===== config.mk =====
export PLATFORM = sky130hd
export DESIGN_NAME = traffic_manager_flat
export DESIGN_NICKNAME = d
export VERILOG_FILES = /design/src/rtl/frogger_pkg.sv /design/src/rtl/traffic_manager_if.sv /design/src/rtl/traffic_manager_lane_mover.sv /design/src/rtl/traffic_manager.sv /design/src/flat_wrapper.sv
export SDC_FILE = /design/constraint.sdc
export NUM_CORES = 1
export LEC_CHECK = 0
export CORE_MARGIN = 2
export CORE_UTILIZATION = 65
export CTS_CLUSTER_SIZE = 40
export DETAILED_ROUTE_END_ITERATION = 12
export PLACE_DENSITY = 0.89
export SLEW_MARGIN = 20
export SYNTH_ARGS = -nofsm -noshare
export SYNTH_HDL_FRONTEND = slang
export SYNTH_HIERARCHICAL = 1
export SYNTH_SLANG_ARGS = --single-unit

===== constraint.sdc =====
create_clock -name clk -period 9.2 [get_ports clk]
set_input_delay 1.84 -clock clk [delete_from_list [all_inputs] [get_ports clk]]
set_output_delay 1.84 -clock clk [all_outputs]
set_load 0.01 [all_outputs]

===== src/rtl/frogger_pkg.sv =====
// -----------------------------------------------------------------------------
// frogger_pkg
// Shared definitions for the traffic manager slice:
//   - game-state enum (RUN, HIT, RESTART)
//   - default coordinate width, screen and lane geometry, timing constants
//   - start_x(): start column of a lane, wrapped to the screen width
// No ports (package).
// -----------------------------------------------------------------------------
package frogger_pkg;

    localparam int DEF_NUM_LANES     = 4;
    localparam int DEF_COORD_W       = 10;
    localparam int DEF_SCREEN_W      = 640;
    localparam int DEF_LANE_Y0       = 96;
    localparam int DEF_LANE_H        = 32;
    localparam int DEF_CAR_W         = 32;
    localparam int DEF_FROG_W        = 32;
    localparam int DEF_WIN_Y         = 32;
    localparam int DEF_START_SPACING = 160;
    localparam int DEF_MAX_LEVEL     = 9;
    localparam int DEF_HOLD_FRAMES   = 30;
    localparam logic [DEF_NUM_LANES-1:0] DEF_DIR_MASK = 4'b1010;

    typedef enum logic [1:0] {
        ST_RUN     = 2'd0,
        ST_HIT     = 2'd1,
        ST_RESTART = 2'd2
    } state_e;

    // Start column of lane i; lanes are spread evenly and wrapped onto the screen.
    function automatic int start_x(input int i,
                                   input int spacing  = DEF_START_SPACING,
                                   input int screen_w = DEF_SCREEN_W);
        return (i * spacing) % screen_w;
    endfunction

endpackage


===== src/rtl/traffic_manager_if.sv =====
// -----------------------------------------------------------------------------
// traffic_manager_if
// Bundles the frog/VGA-facing signals of the traffic manager.
//   frame_tick    : one-cycle pulse per video frame         (master -> slave)
//   force_restart : player restart request                  (master -> slave)
//   frog_x/frog_y : frog left/top edge                      (master -> slave)
//   car_x/car_y   : packed car coordinates, lane i at [i*COORD_W +: COORD_W]
//   frog_reset    : one-cycle pulse, frog back to start     (slave -> master)
//   death / win   : one-cycle event pulses                  (slave -> master)
//   level         : current level                           (slave -> master)
// Modports: master (frog controller / VGA side), slave (traffic_manager).
// -----------------------------------------------------------------------------
interface traffic_manager_if #(
    parameter int NUM_LANES = 4,
    parameter int COORD_W   = 10,
    parameter int LVL_W     = 4
);
    logic                         frame_tick;
    logic                         force_restart;
    logic [COORD_W-1:0]           frog_x;
    logic [COORD_W-1:0]           frog_y;
    logic [NUM_LANES*COORD_W-1:0] car_x;
    logic [NUM_LANES*COORD_W-1:0] car_y;
    logic                         frog_reset;
    logic                         death;
    logic                         win;
    logic [LVL_W-1:0]             level;

    modport master (
        output frame_tick, force_restart, frog_x, frog_y,
        input  car_x, car_y, frog_reset, death, win, level
    );

    modport slave (
        input  frame_tick, force_restart, frog_x, frog_y,
        output car_x, car_y, frog_reset, death, win, level
    );
endinterface


===== src/rtl/traffic_manager_lane_mover.sv =====
// -----------------------------------------------------------------------------
// lane_mover
// Horizontal position register of one car lane with wrap-around movement.
// Ports:
//   clk, reset  : clock, synchronous active-high reset (loads START_X)
//   dir_left_i  : 1 = lane moves left, 0 = right
//   step_i      : pixels moved per tick
//   tick_i      : frame tick
//   freeze_i    : hold position even if tick_i is high
//   reload_i    : load START_X (wins over movement)
//   x_o         : current left edge of the car
// Arithmetic is one bit wider than the coordinate so x+step never overflows
// before the wrap compare.
// -----------------------------------------------------------------------------
module lane_mover #(
    parameter int                 COORD_W  = 10,
    parameter int                 SCREEN_W = 640,
    parameter logic [COORD_W-1:0] START_X  = '0
) (
    input  logic               clk,
    input  logic               reset,
    input  logic               dir_left_i,
    input  logic [COORD_W-1:0] step_i,
    input  logic               tick_i,
    input  logic               freeze_i,
    input  logic               reload_i,
    output logic [COORD_W-1:0] x_o
);
    localparam logic [COORD_W:0] SCREEN_W_EXT = (COORD_W+1)'(SCREEN_W);

    logic [COORD_W-1:0] x_q, x_d;
    logic [COORD_W:0]   x_ext, step_ext, sum_ext, right_ext, left_ext;

    always_comb begin
        x_ext     = {1'b0, x_q};
        step_ext  = {1'b0, step_i};
        sum_ext   = x_ext + step_ext;
        right_ext = (sum_ext >= SCREEN_W_EXT) ? (sum_ext - SCREEN_W_EXT) : sum_ext;
        // Going below zero re-enters from the right edge.
        left_ext  = (x_ext < step_ext) ? (x_ext + SCREEN_W_EXT - step_ext)
                                       : (x_ext - step_ext);
        x_d = x_q;
        if (reload_i) begin
            x_d = START_X;
        end else if (tick_i && !freeze_i) begin
            x_d = dir_left_i ? COORD_W'(left_ext) : COORD_W'(right_ext);
        end
    end

    always_ff @(posedge clk) begin
        if (reset) begin
            x_q <= START_X;
        end else begin
            x_q <= x_d;
        end
    end

    assign x_o = x_q;
endmodule


===== src/rtl/traffic_manager.sv =====
// -----------------------------------------------------------------------------
// traffic_manager
// Multi-lane car traffic and game-state control for the frog game.
// Ports:
//   clk    : system clock
//   reset  : synchronous, active-high
//   bus    : traffic_manager_if.slave (frame_tick, force_restart, frog_x,
//            frog_y in; car_x, car_y, frog_reset, death, win, level out)
// Game FSM: RUN (cars move on frame_tick), HIT (cars frozen for HOLD_FRAMES
// frame ticks after a death), RESTART (one cycle, cars reload start columns).
// Event priority: reset > force_restart > death > win > movement.
// Optional feature macro LEVEL_SPEED_EN: when defined, every lane's step also
// includes the current level; otherwise the step depends only on lane parity.
// -----------------------------------------------------------------------------
module traffic_manager
    import frogger_pkg::*;
#(
    parameter int                     NUM_LANES     = DEF_NUM_LANES,
    parameter int                     COORD_W       = DEF_COORD_W,
    parameter int                     SCREEN_W      = DEF_SCREEN_W,
    parameter int                     LANE_Y0       = DEF_LANE_Y0,
    parameter int                     LANE_H        = DEF_LANE_H,
    parameter int                     CAR_W         = DEF_CAR_W,
    parameter int                     FROG_W        = DEF_FROG_W,
    parameter int                     WIN_Y         = DEF_WIN_Y,
    parameter int                     START_SPACING = DEF_START_SPACING,
    parameter logic [NUM_LANES-1:0]   DIR_MASK      = DEF_DIR_MASK,
    parameter int                     MAX_LEVEL     = DEF_MAX_LEVEL,
    parameter int                     HOLD_FRAMES   = DEF_HOLD_FRAMES
) (
    input  logic               clk,
    input  logic               reset,
    traffic_manager_if.slave   bus
);
    localparam int LVL_W  = $clog2(MAX_LEVEL + 1);
    localparam int HOLD_W = $clog2(HOLD_FRAMES + 1);

    localparam logic [COORD_W:0]   CAR_W_EXT  = (COORD_W+1)'(CAR_W);
    localparam logic [COORD_W:0]   FROG_W_EXT = (COORD_W+1)'(FROG_W);
    localparam logic [COORD_W:0]   LANE_H_EXT = (COORD_W+1)'(LANE_H);
    localparam logic [COORD_W-1:0] WIN_Y_C    = COORD_W'(WIN_Y);
    localparam logic [LVL_W-1:0]   LEVEL_TOP  = LVL_W'(MAX_LEVEL);
    localparam logic [HOLD_W-1:0]  HOLD_LAST  = HOLD_W'(HOLD_FRAMES - 1);

    state_e              state_q, state_d;
    logic [HOLD_W-1:0]   hold_q, hold_d;
    logic [LVL_W-1:0]    level_q, level_d;
    logic                death_q, death_d;
    logic                win_q, win_d;
    logic                frog_reset_q, frog_reset_d;
    logic                move_ok;

    wire  [COORD_W-1:0]  car_x_w [NUM_LANES];
    wire  [NUM_LANES-1:0] hit_w;
    wire  [COORD_W:0]    fx_ext = {1'b0, bus.frog_x};
    wire  [COORD_W:0]    fy_ext = {1'b0, bus.frog_y};
    wire                 any_hit = |hit_w;
    wire                 at_win  = (bus.frog_y <= WIN_Y_C);
    wire                 reload_w = (state_q == ST_RESTART);
    wire                 freeze_w = !move_ok;

    logic [NUM_LANES*COORD_W-1:0] car_x_pack, car_y_pack;

    // ------------------------------------------------------------------
    // Lanes: position register, step and overlap test per lane
    // ------------------------------------------------------------------
    genvar gi;
    generate
        for (gi = 0; gi < NUM_LANES; gi++) begin : g_lane
            localparam logic [COORD_W-1:0] START_X =
                COORD_W'(start_x(gi, START_SPACING, SCREEN_W));
            localparam logic [COORD_W:0]   CAR_Y =
                (COORD_W+1)'(LANE_Y0 + gi * LANE_H);
            localparam logic [COORD_W-1:0] BASE_STEP = COORD_W'(1 + (gi % 2));

            wire [COORD_W-1:0] step_w;
`ifdef LEVEL_SPEED_EN
            assign step_w = BASE_STEP + COORD_W'(level_q);
`else
            assign step_w = BASE_STEP;
`endif

            lane_mover #(
                .COORD_W  (COORD_W),
                .SCREEN_W (SCREEN_W),
                .START_X  (START_X)
            ) u_lane (
                .clk        (clk),
                .reset      (reset),
                .dir_left_i (DIR_MASK[gi]),
                .step_i     (step_w),
                .tick_i     (bus.frame_tick),
                .freeze_i   (freeze_w),
                .reload_i   (reload_w),
                .x_o        (car_x_w[gi])
            );

            // Plain rectangle test at the stored x; a car straddling the
            // wrap edge is not tested at its wrapped-around part.
            wire [COORD_W:0] cx_ext = {1'b0, car_x_w[gi]};
            assign hit_w[gi] = (fx_ext < cx_ext + CAR_W_EXT) &&
                               (cx_ext < fx_ext + FROG_W_EXT) &&
                               (fy_ext < CAR_Y + LANE_H_EXT) &&
                               (CAR_Y  < fy_ext + FROG_W_EXT);
        end
    endgenerate

    // ------------------------------------------------------------------
    // Game FSM: next state and registered event pulses
    // ------------------------------------------------------------------
    always_comb begin
        state_d      = state_q;
        hold_d       = hold_q;
        level_d      = level_q;
        death_d      = 1'b0;
        win_d        = 1'b0;
        frog_reset_d = 1'b0;
        move_ok      = 1'b0;

        if (bus.force_restart) begin
            state_d      = ST_RESTART;
            frog_reset_d = 1'b1;
        end else begin
            case (state_q)
                ST_RUN: begin
                    if (any_hit) begin
                        // Death discards any move requested this cycle.
                        state_d      = ST_HIT;
                        death_d      = 1'b1;
                        frog_reset_d = 1'b1;
                        hold_d       = '0;
                    end else if (at_win) begin
                        win_d        = 1'b1;
                        frog_reset_d = 1'b1;
                        level_d      = (level_q == LEVEL_TOP) ? '0
                                                              : level_q + LVL_W'(1);
                    end else begin
                        move_ok = 1'b1;
                    end
                end
                ST_HIT: begin
                    if (bus.frame_tick) begin
                        if (hold_q == HOLD_LAST) begin
                            state_d = ST_RESTART;
                        end else begin
                            hold_d = hold_q + HOLD_W'(1);
                        end
                    end
                end
                ST_RESTART: begin
                    state_d = ST_RUN;
                end
                default: begin
                    state_d = ST_RUN;
                end
            endcase
        end
    end

    always_ff @(posedge clk) begin
        if (reset) begin
            state_q      <= ST_RUN;
            hold_q       <= '0;
            level_q      <= '0;
            death_q      <= 1'b0;
            win_q        <= 1'b0;
            frog_reset_q <= 1'b0;
        end else begin
            state_q      <= state_d;
            hold_q       <= hold_d;
            level_q      <= level_d;
            death_q      <= death_d;
            win_q        <= win_d;
            frog_reset_q <= frog_reset_d;
        end
    end

    // ------------------------------------------------------------------
    // Output packing
    // ------------------------------------------------------------------
    always_comb begin
        car_x_pack = '0;
        car_y_pack = '0;
        for (int i = 0; i < NUM_LANES; i++) begin
            car_x_pack[i*COORD_W +: COORD_W] = car_x_w[i];
            car_y_pack[i*COORD_W +: COORD_W] = COORD_W'(LANE_Y0 + i * LANE_H);
        end
    end

    assign bus.car_x      = car_x_pack;
    assign bus.car_y      = car_y_pack;
    assign bus.death      = death_q;
    assign bus.win        = win_q;
    assign bus.frog_reset = frog_reset_q;
    assign bus.level      = level_q;
endmodule

===== src/flat_wrapper.sv =====
// flat-port wrapper written by rule: the top's interface ports become plain ports
module traffic_manager_flat import frogger_pkg::*;
#(
    parameter int                     NUM_LANES     = DEF_NUM_LANES,
    parameter int                     COORD_W       = DEF_COORD_W,
    parameter int                     SCREEN_W      = DEF_SCREEN_W,
    parameter int                     LANE_Y0       = DEF_LANE_Y0,
    parameter int                     LANE_H        = DEF_LANE_H,
    parameter int                     CAR_W         = DEF_CAR_W,
    parameter int                     FROG_W        = DEF_FROG_W,
    parameter int                     WIN_Y         = DEF_WIN_Y,
    parameter int                     START_SPACING = DEF_START_SPACING,
    parameter logic [NUM_LANES-1:0]   DIR_MASK      = DEF_DIR_MASK,
    parameter int                     MAX_LEVEL     = DEF_MAX_LEVEL,
    parameter int                     HOLD_FRAMES   = DEF_HOLD_FRAMES
)
  (clk, reset, bus_frame_tick, bus_force_restart, bus_frog_x, bus_frog_y, bus_car_x, bus_car_y, bus_frog_reset, bus_death, bus_win, bus_level);
  traffic_manager_if #(.NUM_LANES(NUM_LANES), .COORD_W(COORD_W)) bus_i ();
  input  logic clk;
  input  logic reset;
  input wire logic [$bits(bus_i.frame_tick)-1:0] bus_frame_tick;
  input wire logic [$bits(bus_i.force_restart)-1:0] bus_force_restart;
  input wire logic [$bits(bus_i.frog_x)-1:0] bus_frog_x;
  input wire logic [$bits(bus_i.frog_y)-1:0] bus_frog_y;
  output wire logic [$bits(bus_i.car_x)-1:0] bus_car_x;
  output wire logic [$bits(bus_i.car_y)-1:0] bus_car_y;
  output wire logic [$bits(bus_i.frog_reset)-1:0] bus_frog_reset;
  output wire logic [$bits(bus_i.death)-1:0] bus_death;
  output wire logic [$bits(bus_i.win)-1:0] bus_win;
  output wire logic [$bits(bus_i.level)-1:0] bus_level;
  assign bus_i.frame_tick = bus_frame_tick;
  assign bus_i.force_restart = bus_force_restart;
  assign bus_i.frog_x = bus_frog_x;
  assign bus_i.frog_y = bus_frog_y;
  assign bus_car_x = bus_i.car_x;
  assign bus_car_y = bus_i.car_y;
  assign bus_frog_reset = bus_i.frog_reset;
  assign bus_death = bus_i.death;
  assign bus_win = bus_i.win;
  assign bus_level = bus_i.level;
  traffic_manager #(.NUM_LANES(NUM_LANES), .COORD_W(COORD_W), .SCREEN_W(SCREEN_W), .LANE_Y0(LANE_Y0), .LANE_H(LANE_H), .CAR_W(CAR_W), .FROG_W(FROG_W), .WIN_Y(WIN_Y), .START_SPACING(START_SPACING), .DIR_MASK(DIR_MASK), .MAX_LEVEL(MAX_LEVEL), .HOLD_FRAMES(HOLD_FRAMES)) u_core (.clk(clk), .reset(reset), .bus(bus_i));
endmodule

==> results of run 1 <==
-- stage by stage --
stage                     instance area, µm²  std cells  hold slack [ns]   util  setup slack, ns
after detailed placement               12800       1879            0.545  0.713             2.29
after global routing                   13000       1887            0.616  0.722             2.10
after CTS                              13000       1887            0.549  0.722             2.60
after global placement                 12800       1879            0.524  0.713             2.53
after floorplan                        12500       1671            0.508      -             4.03
final                                  13000       1887            0.551  0.722             2.52
-- logic make-up after synthesis --
group                    Yosys count  synth area share
XOR/XNOR                          82            0.0605
AO/OA/AOI/OAI                    428             0.257
AND/OR/NAND/NOR                  418             0.190
flip-flops                        54            0.0911
buffers and inverters            278             0.115
adder cells (fa/ha/maj)          237             0.275
other                              2          0.000633
multiplexers                      12            0.0106
-- flip-flops by register name (all words and copies together) (netlist names) --
name	cells
u_core/bus.level	4
u_core/g_lane.u_lane/x_o	40
u_core/bus.frog_reset	1
u_core/state_q	2
u_core/bus.death	1
u_core/bus.win	1
u_core/hold_q	5
-- tightest hold or removal path, delay by kind of cell (launching register included) --
family	cells	cell delay, ns
AO/OA/AOI/OAI	1	0.07
flip-flops	1	0.34
AND/OR/NAND/NOR	1	0.09
-- metal layers --
layer / track usage / vias up / wire [µm]
met1: 0.380 / 5327 / 12700
met5: 0 / - / 0
li1: - / 5471 / -
met4: 0.114 / 0 / 974
met3: 0.0280 / 105 / 1950
met2: 0.541 / 505 / 14900
-- report_power, final --
part | internal, µW | switching [µW] | total, µW
Clock | 103 | 94.1 | 197
Sequential | 245 | 33.4 | 279
Combinational | 291 | 405 | 695
-- cell usage in the layout, fill, tap and decap left out, types with 12 or more instances in the layout --
cell               n
o31ai_1           13
o21ai_0           60
nor2b_1           31
ha_1             196
nand4_1           13
a21o_1            16
nand2_1           79
a21oi_1           92
dfxtp_1           54
xor2_1            32
xnor2_1           50
a211oi_1          37
o211ai_1          25
a31oi_1           23
nor3_1            32
nand2b_1          28
fa_1              40
o21bai_1          12
inv_1            182
nand3_1           33
conb_1           162
clkdlybuf4s50_1   70
nor2_1            95
-- cell type report --
cell class	count	area [µm²]
inverters	186	713
clock buffers	5	125
flip-flops and latches	54	1080
repair buffers	71	708
fillers	1452	5000
well taps	229	287
clock inverters	3	25.0
multi-input cells	1339	10000
-- how the worst max path moves through the flow --
stage / startpoint / to / cells past startpoint
after floorplan: bus_frog_x[5] / u_core/g_lane[0].u_lane/x_o[8]$_SDFFE_PP0P_ / 18
after global placement: bus_frog_x[6] / u_core/g_lane[0].u_lane/x_o[8]$_SDFFE_PP0P_ / 17
final: bus_frog_x[6] / u_core/g_lane[0].u_lane/x_o[8]$_SDFFE_PP0P_ / 18
after detailed placement: bus_frog_x[6] / u_core/g_lane[0].u_lane/x_o[8]$_SDFFE_PP0P_ / 17
after CTS: bus_frog_x[6] / u_core/g_lane[0].u_lane/x_o[8]$_SDFFE_PP0P_ / 17
after global routing: bus_frog_x[6] / u_core/g_lane[0].u_lane/x_o[8]$_SDFFE_PP0P_ / 17
==> summary.md, run 1 <==
| Metric | Value |
|---|---|
| EDFF count, synth | 0 |
| CTS tree | built |
| Chip height | 139 µm |
| Max H-tree Level | 2 |
| CTS Sinks | 54 |
| Min Clock Period, post-route | 6.68 ns |
| Largest cells by area after synthesis | ha_1, dfxtp_1, fa_1 |
| R2R depth | 18 |
| Area delta synth->final | 9.24% |
| All-Layer GR Usage | 0.303 |
| Number of vias per cell | 6.05 |
| TNS Setup | 0 ns |
| Max-cap viol count | 0 |
| Post-CTS Setup Inserts | 0 |
| Worst Path Buf+Inv | 1 |
| CP max stage delay | 0.61 ns |
| Hold EP | u_core/hold_q[1]$_SDFFE_PP0P_ |
| Hold path cells | 2 |
| # hold bufs at CTS | 0 |
| CP top delay family | simple AND/OR/NAND/NOR gates |
| Initial antenna violation count | 0 |
| Worst path arrival time | 6.90 ns |
| Run status | complete, no violations |
| Post-route clock period utilization | 0.726 |
| Critical path required time | 9.42 ns |
| Syn Inst Count | 1511 |
| Fraction of final layout cells sized beyond drive strength 1 | 0.0416 |
| Reg-to-reg endpoint | u_core/g_lane[0].u_lane/x_o[8]$_SDFFE_PP0P_ |
| CP Capture Type | flip-flop |
| Core area | 18000 µm² |
| Flop-to-flop setup slack | 4.22 ns |
| Vias | 11400 |
| Final WL | 30500 µm |
| Power, Total | 1170 µW |
| Worst-Skew Late Latency | 0.30 ns |
| #FFs+latches synth | 54 |
| Ys flop type | dfxtp_1 |
| Setup Skew | 0.00498 ns |
| RSZ-0062 raised after global routing | false |
| Hold Vio Cnt, Final | 0 |
| N_diodes | 0 |
| Power Density | 90.3 nW/µm² |
| Inserted Clock Buffers | 5 |
| Worst r2r src | u_core/g_lane[0].u_lane/x_o[6]$_SDFFE_PP0P_ |
| Ys Warns | 6 |
| Mapped cell area | 11900 µm² |
| IO Pins | 111 |
| Die ar. | 19400 µm² |
| Post-route ant nets | 0 |
| Worst Path Class, Setup | in2reg |
| Worst-margin pin slew | 0.892 ns |
| Vias in the first global route | 11000 |
| Placer Congestion | 0.969 |
| Syn_area_per_cell | 7.85 µm² |
| Highest clock rate | 0.150 GHz |
| Clk root buf | clkbuf_16 |
| Residual DRC | 0 |
| Seq/Total Area, Yosys | 0.0911 |
| Ys async rst share | 0 |
| Most area-hungry cell type in the Yosys netlist | ha_1 |
| CP cell instances | clkdlybuf4s50_1 -> ha_1 -> xnor2_1 -> ha_1 -> and3_1 -> o2111ai_1 -> o21ai_1 -> maj3_2 -> a311oi_2 -> a211oi_2 -> nand2_2 -> or3_1 -> nor2b_1 -> o21ai_0 -> or2_2 -> nor2_1 -> a211oi_1 -> o211ai_1 |
| Hpwl dp | 24400 µm |
| Slew headroom | 0.398 |
| Initial DRC Count | 958 |
| First drt pass iteration count | 8 |
| PortBufs | 70 |
| GR Overflow Total | 0 |
| Leak | 0.00561 µW |
| Unique masters post-synth | 115 |
| First-pass GRT wire length | 50400 µm |
| Max VDD drop | 0.0667 mV |
| Routed len/inst | 16.2 µm |
| Clock transition at path regs | 0.07 ns |
| Hold Path Origin | u_core/hold_q[1]$_SDFFE_PP0P_ |
| Startpoint types | input pin |
| Slew Viols, Final | 0 |
| Maximum buffer depth of the clock tree | 2 |
| Min-delay worst type | reg2reg |
| # setup viols final | 0 |
| Row count | 49 |
| Area share of the largest cell type after synthesis | 0.207 |
| Initial core utilization | 0.661 |
| Top-count cell post-synth | ha_1 |
| Commonest cells in the netlist | ha_1, inv_1, nor2_1 |
| Worst Path Max Fanout | 11 |
| Largest net degree at the start of global routing | 25 |
| Die Wd | 139 µm |
| CP most frequent cell | ha_1 |
| Post-CTS sizing | 0 |
| Layout net count | 1917 |
| Crit-path slowest cell | clkdlybuf4s50_1 |
Note: power is estimated with default switching activity, not from simulation.
==> inputs of run 2 (changes only) <==
- CORE_UTILIZATION: 65 -> 61
- PLACE_DENSITY: 0.89 -> 0.84
- clock period: 9.2 -> 6.5 ns (I/O delays scaled with it)
==> run 2 against run 1 <==
Global-route usage is 0.94 points lower. Routed wire length increased by 1.5%. Clock skew grew 0.0045 ns. Sequential cell count did not move.
==> summary.md, run 2 (same netlist as run 1, synthesis figures left out) <==
| Metric | Value |
|---|---|
| Initial DRC Count | 935 (-2.4%) |
| Post-CTS sizing | 0 (unchanged) |
| Hold EP | u_core/hold_q[1]$_SDFFE_PP0P_ |
| Worst r2r src | u_core/g_lane[0].u_lane/x_o[7]$_SDFFE_PP0P_ |
| PortBufs | 70 (unchanged) |
| CP max stage delay | 0.60 ns (about the same) |
| Hold Vio Cnt, Final | 0 (unchanged) |
| Reg area | 1080 µm² (unchanged) |
| Flop-to-flop setup slack | 1.96 ns (-2.26 ns) |
| Maximum buffer depth of the clock tree | 2 (unchanged) |
| RSZ-0062 raised after global routing | false |
| Min-delay worst type | reg2reg |
| Layout net count | 1924 (+0.37%) |
| Min Clock Period, post-route | 5.65 ns |
| IO Pins | 111 (unchanged) |
| Worst-margin pin slew | 0.931 ns (+0.0389 ns) |
| Area delta synth->final | 10.5% |
| TNS Setup | 0 ns (unchanged) |
| Worst Path Max Fanout | 11 (unchanged) |
| # hold bufs at CTS | 0 (unchanged) |
| Post-CTS Setup Inserts | 0 (unchanged) |
| Inserted Clock Buffers | 5 (unchanged) |
| CTS Sinks | 54 (unchanged) |
| Critical path required time | 6.70 ns (-2.72 ns) |
| Setup Skew | 0.00952 ns (+0.00454 ns) |
| Die Wd | 143 µm (+3.1%) |
| Vias in the first global route | 10800 (-1.8%) |
| Post-Layout Inst Area | 13100 µm² (+1.1%) |
| Most frequent cells in the layout | ha_1, inv_1, conb_1 |
| Number of vias per cell | 5.89 (-2.5%) |
| Placer Congestion | 0.908 (-6.3%) |
| Hold path cells | 2 (unchanged) |
| Die ar. | 20600 µm² (+6.4%) |
| Fraction of final layout cells sized beyond drive strength 1 | 0.0456 (+0.00403) |
| Post-route ant nets | 0 (unchanged) |
| Slew Viols, Final | 0 (unchanged) |
| Max reg flops | 40 (unchanged) |
| Core area | 19300 µm² (+7.3%) |
| CP cell instances | clkdlybuf4s50_1 -> ha_1 -> xnor2_1 -> ha_1 -> and3_1 -> a221oi_2 -> o21ai_1 -> maj3_2 -> a311oi_2 -> a211oi_2 -> buf_4 -> nand2_2 -> or3_1 -> nor2b_1 -> buf_4 -> nor2_1 -> a21oi_1 -> nand2_1 -> a211oi_1 -> nor4_1 |
| Commonest non-fill, non-tap cell in the layout | ha_1 |
| Run status | complete, no violations |
| All-Layer GR Usage | 0.294 (-0.00945) |
| Max VDD drop | 0.103 mV (+54%) |
| Highest clock rate | 0.177 GHz |
| Worst setup path start | bus_frog_x[5] |
| Power Density | 133 nW/µm² (+48%) |
| Hold Path Origin | u_core/hold_q[1]$_SDFFE_PP0P_ |
| CP Capture Type | flip-flop |
| # setup viols final | 0 (unchanged) |
| Final WL | 30900 µm (+1.5%) |
| Residual DRC | 0 (unchanged) |
| Startpoint types | input pin |
| Placed Area | 12900 µm² (+0.76%) |
| Crit-path slowest cell | clkdlybuf4s50_1 |
| Leak | 0.00567 µW (+1.1%) |
| Clk root buf | clkbuf_16 |
| Chip height | 143 µm (+3.1%) |
| Initial antenna violation count | 0 (unchanged) |
| Worst-Skew Late Latency | 0.30 ns (about the same) |
| Worst Path Class, Setup | in2reg |
| Routed len/inst | 16.0 µm (-0.80%) |
| Clock transition at path regs | 0.08 ns (about the same) |
| Row count | 51 (+4.1%) |
| GR Overflow Total | 0 (unchanged) |
| Multi-input gate area | 10000 µm² (unchanged) |
| Max-cap viol count | 0 (unchanged) |
| Hpwl dp | 24500 µm (+0.40%) |
| R2R depth | 19 (+1) |
| CTS tree | built |
| First-pass GRT wire length | 50100 µm (-0.60%) |
| Worst path arrival time | 5.85 ns (-1.05 ns) |
| Reg-to-reg endpoint | u_core/g_lane[2].u_lane/x_o[7]$_SDFFE_PP0P_ |
| Slew headroom | 0.371 (-0.0263) |
| Post-route clock period utilization | 0.869 |
| First drt pass iteration count | 5 (-3) |
| Fill count | 1636 (+13%) |
| Max H-tree Level | 2 (unchanged) |
| Vias | 11400 (-0.30%) |
| N_diodes | 0 (unchanged) |
| Largest net degree at the start of global routing | 25 (unchanged) |
| Initial core utilization | 0.616 (-0.0448) |
## run 2: stage by stage
stage,worst slack [ns],cells,power (µW),utilization,hold WS [ns]
finish,0.851,1930,1750,0.680,0.548
global route,0.563,1930,1870,0.680,0.571
CTS,0.962,1930,1720,0.680,0.547
detailed placement,0.660,1922,1350,0.670,0.533
global placement,0.844,1922,1320,0.670,0.529
floorplan,1.87,1671,1160,-,0.508
## run 2: worst max path at each step
stage | to | slack (ns)
final | u_core/g_lane[2].u_lane/x_o[7]$_SDFFE_PP0P_ | 0.85
after CTS | u_core/g_lane[2].u_lane/x_o[7]$_SDFFE_PP0P_ | 0.96
after floorplan | u_core/g_lane[0].u_lane/x_o[8]$_SDFFE_PP0P_ | 1.87
after global routing | u_core/g_lane[2].u_lane/x_o[7]$_SDFFE_PP0P_ | 0.56
after detailed placement | u_core/g_lane[2].u_lane/x_o[7]$_SDFFE_PP0P_ | 0.66
after global placement | u_core/g_lane[2].u_lane/x_o[7]$_SDFFE_PP0P_ | 0.84
## run 2: worst max-delay path, delay by kind of cell
kind                       cells  cell delay, ns
and+or+nand+nor                7            1.35
adders and majority gates      3            0.99
buffers and inverters          3            0.96
AOI/OAI and AO/OA              6            0.87
xor gates and xnor gates       1            0.38
## run 2: report_power, final
group | switching, µW | total (µW) | leakage [µW] | internal (µW)
combinational | 576 | 990 | 0.00514 | 414
sequential | 47.8 | 395 | 0.000439 | 347
clock | 132 | 364 | 0.0000971 | 232
total | 756 | 1750 | 0.00567 | 993
## run 2: final cells by class
type	instances	area share
clock buffer	6	0.0106
inverter	186	0.0544
clock inverter	2	0.00458
tap	265	0.0253
timing repair buffer	78	0.0580
multi-input combinational	1339	0.765
sequential	54	0.0825
## run 2: per-layer routing
metal / wire (µm) / global-route usage
met5: 0 / 0
met4: 915 / 0.104
met3: 1970 / 0.0290
met2: 15200 / 0.526
met1: 12900 / 0.367
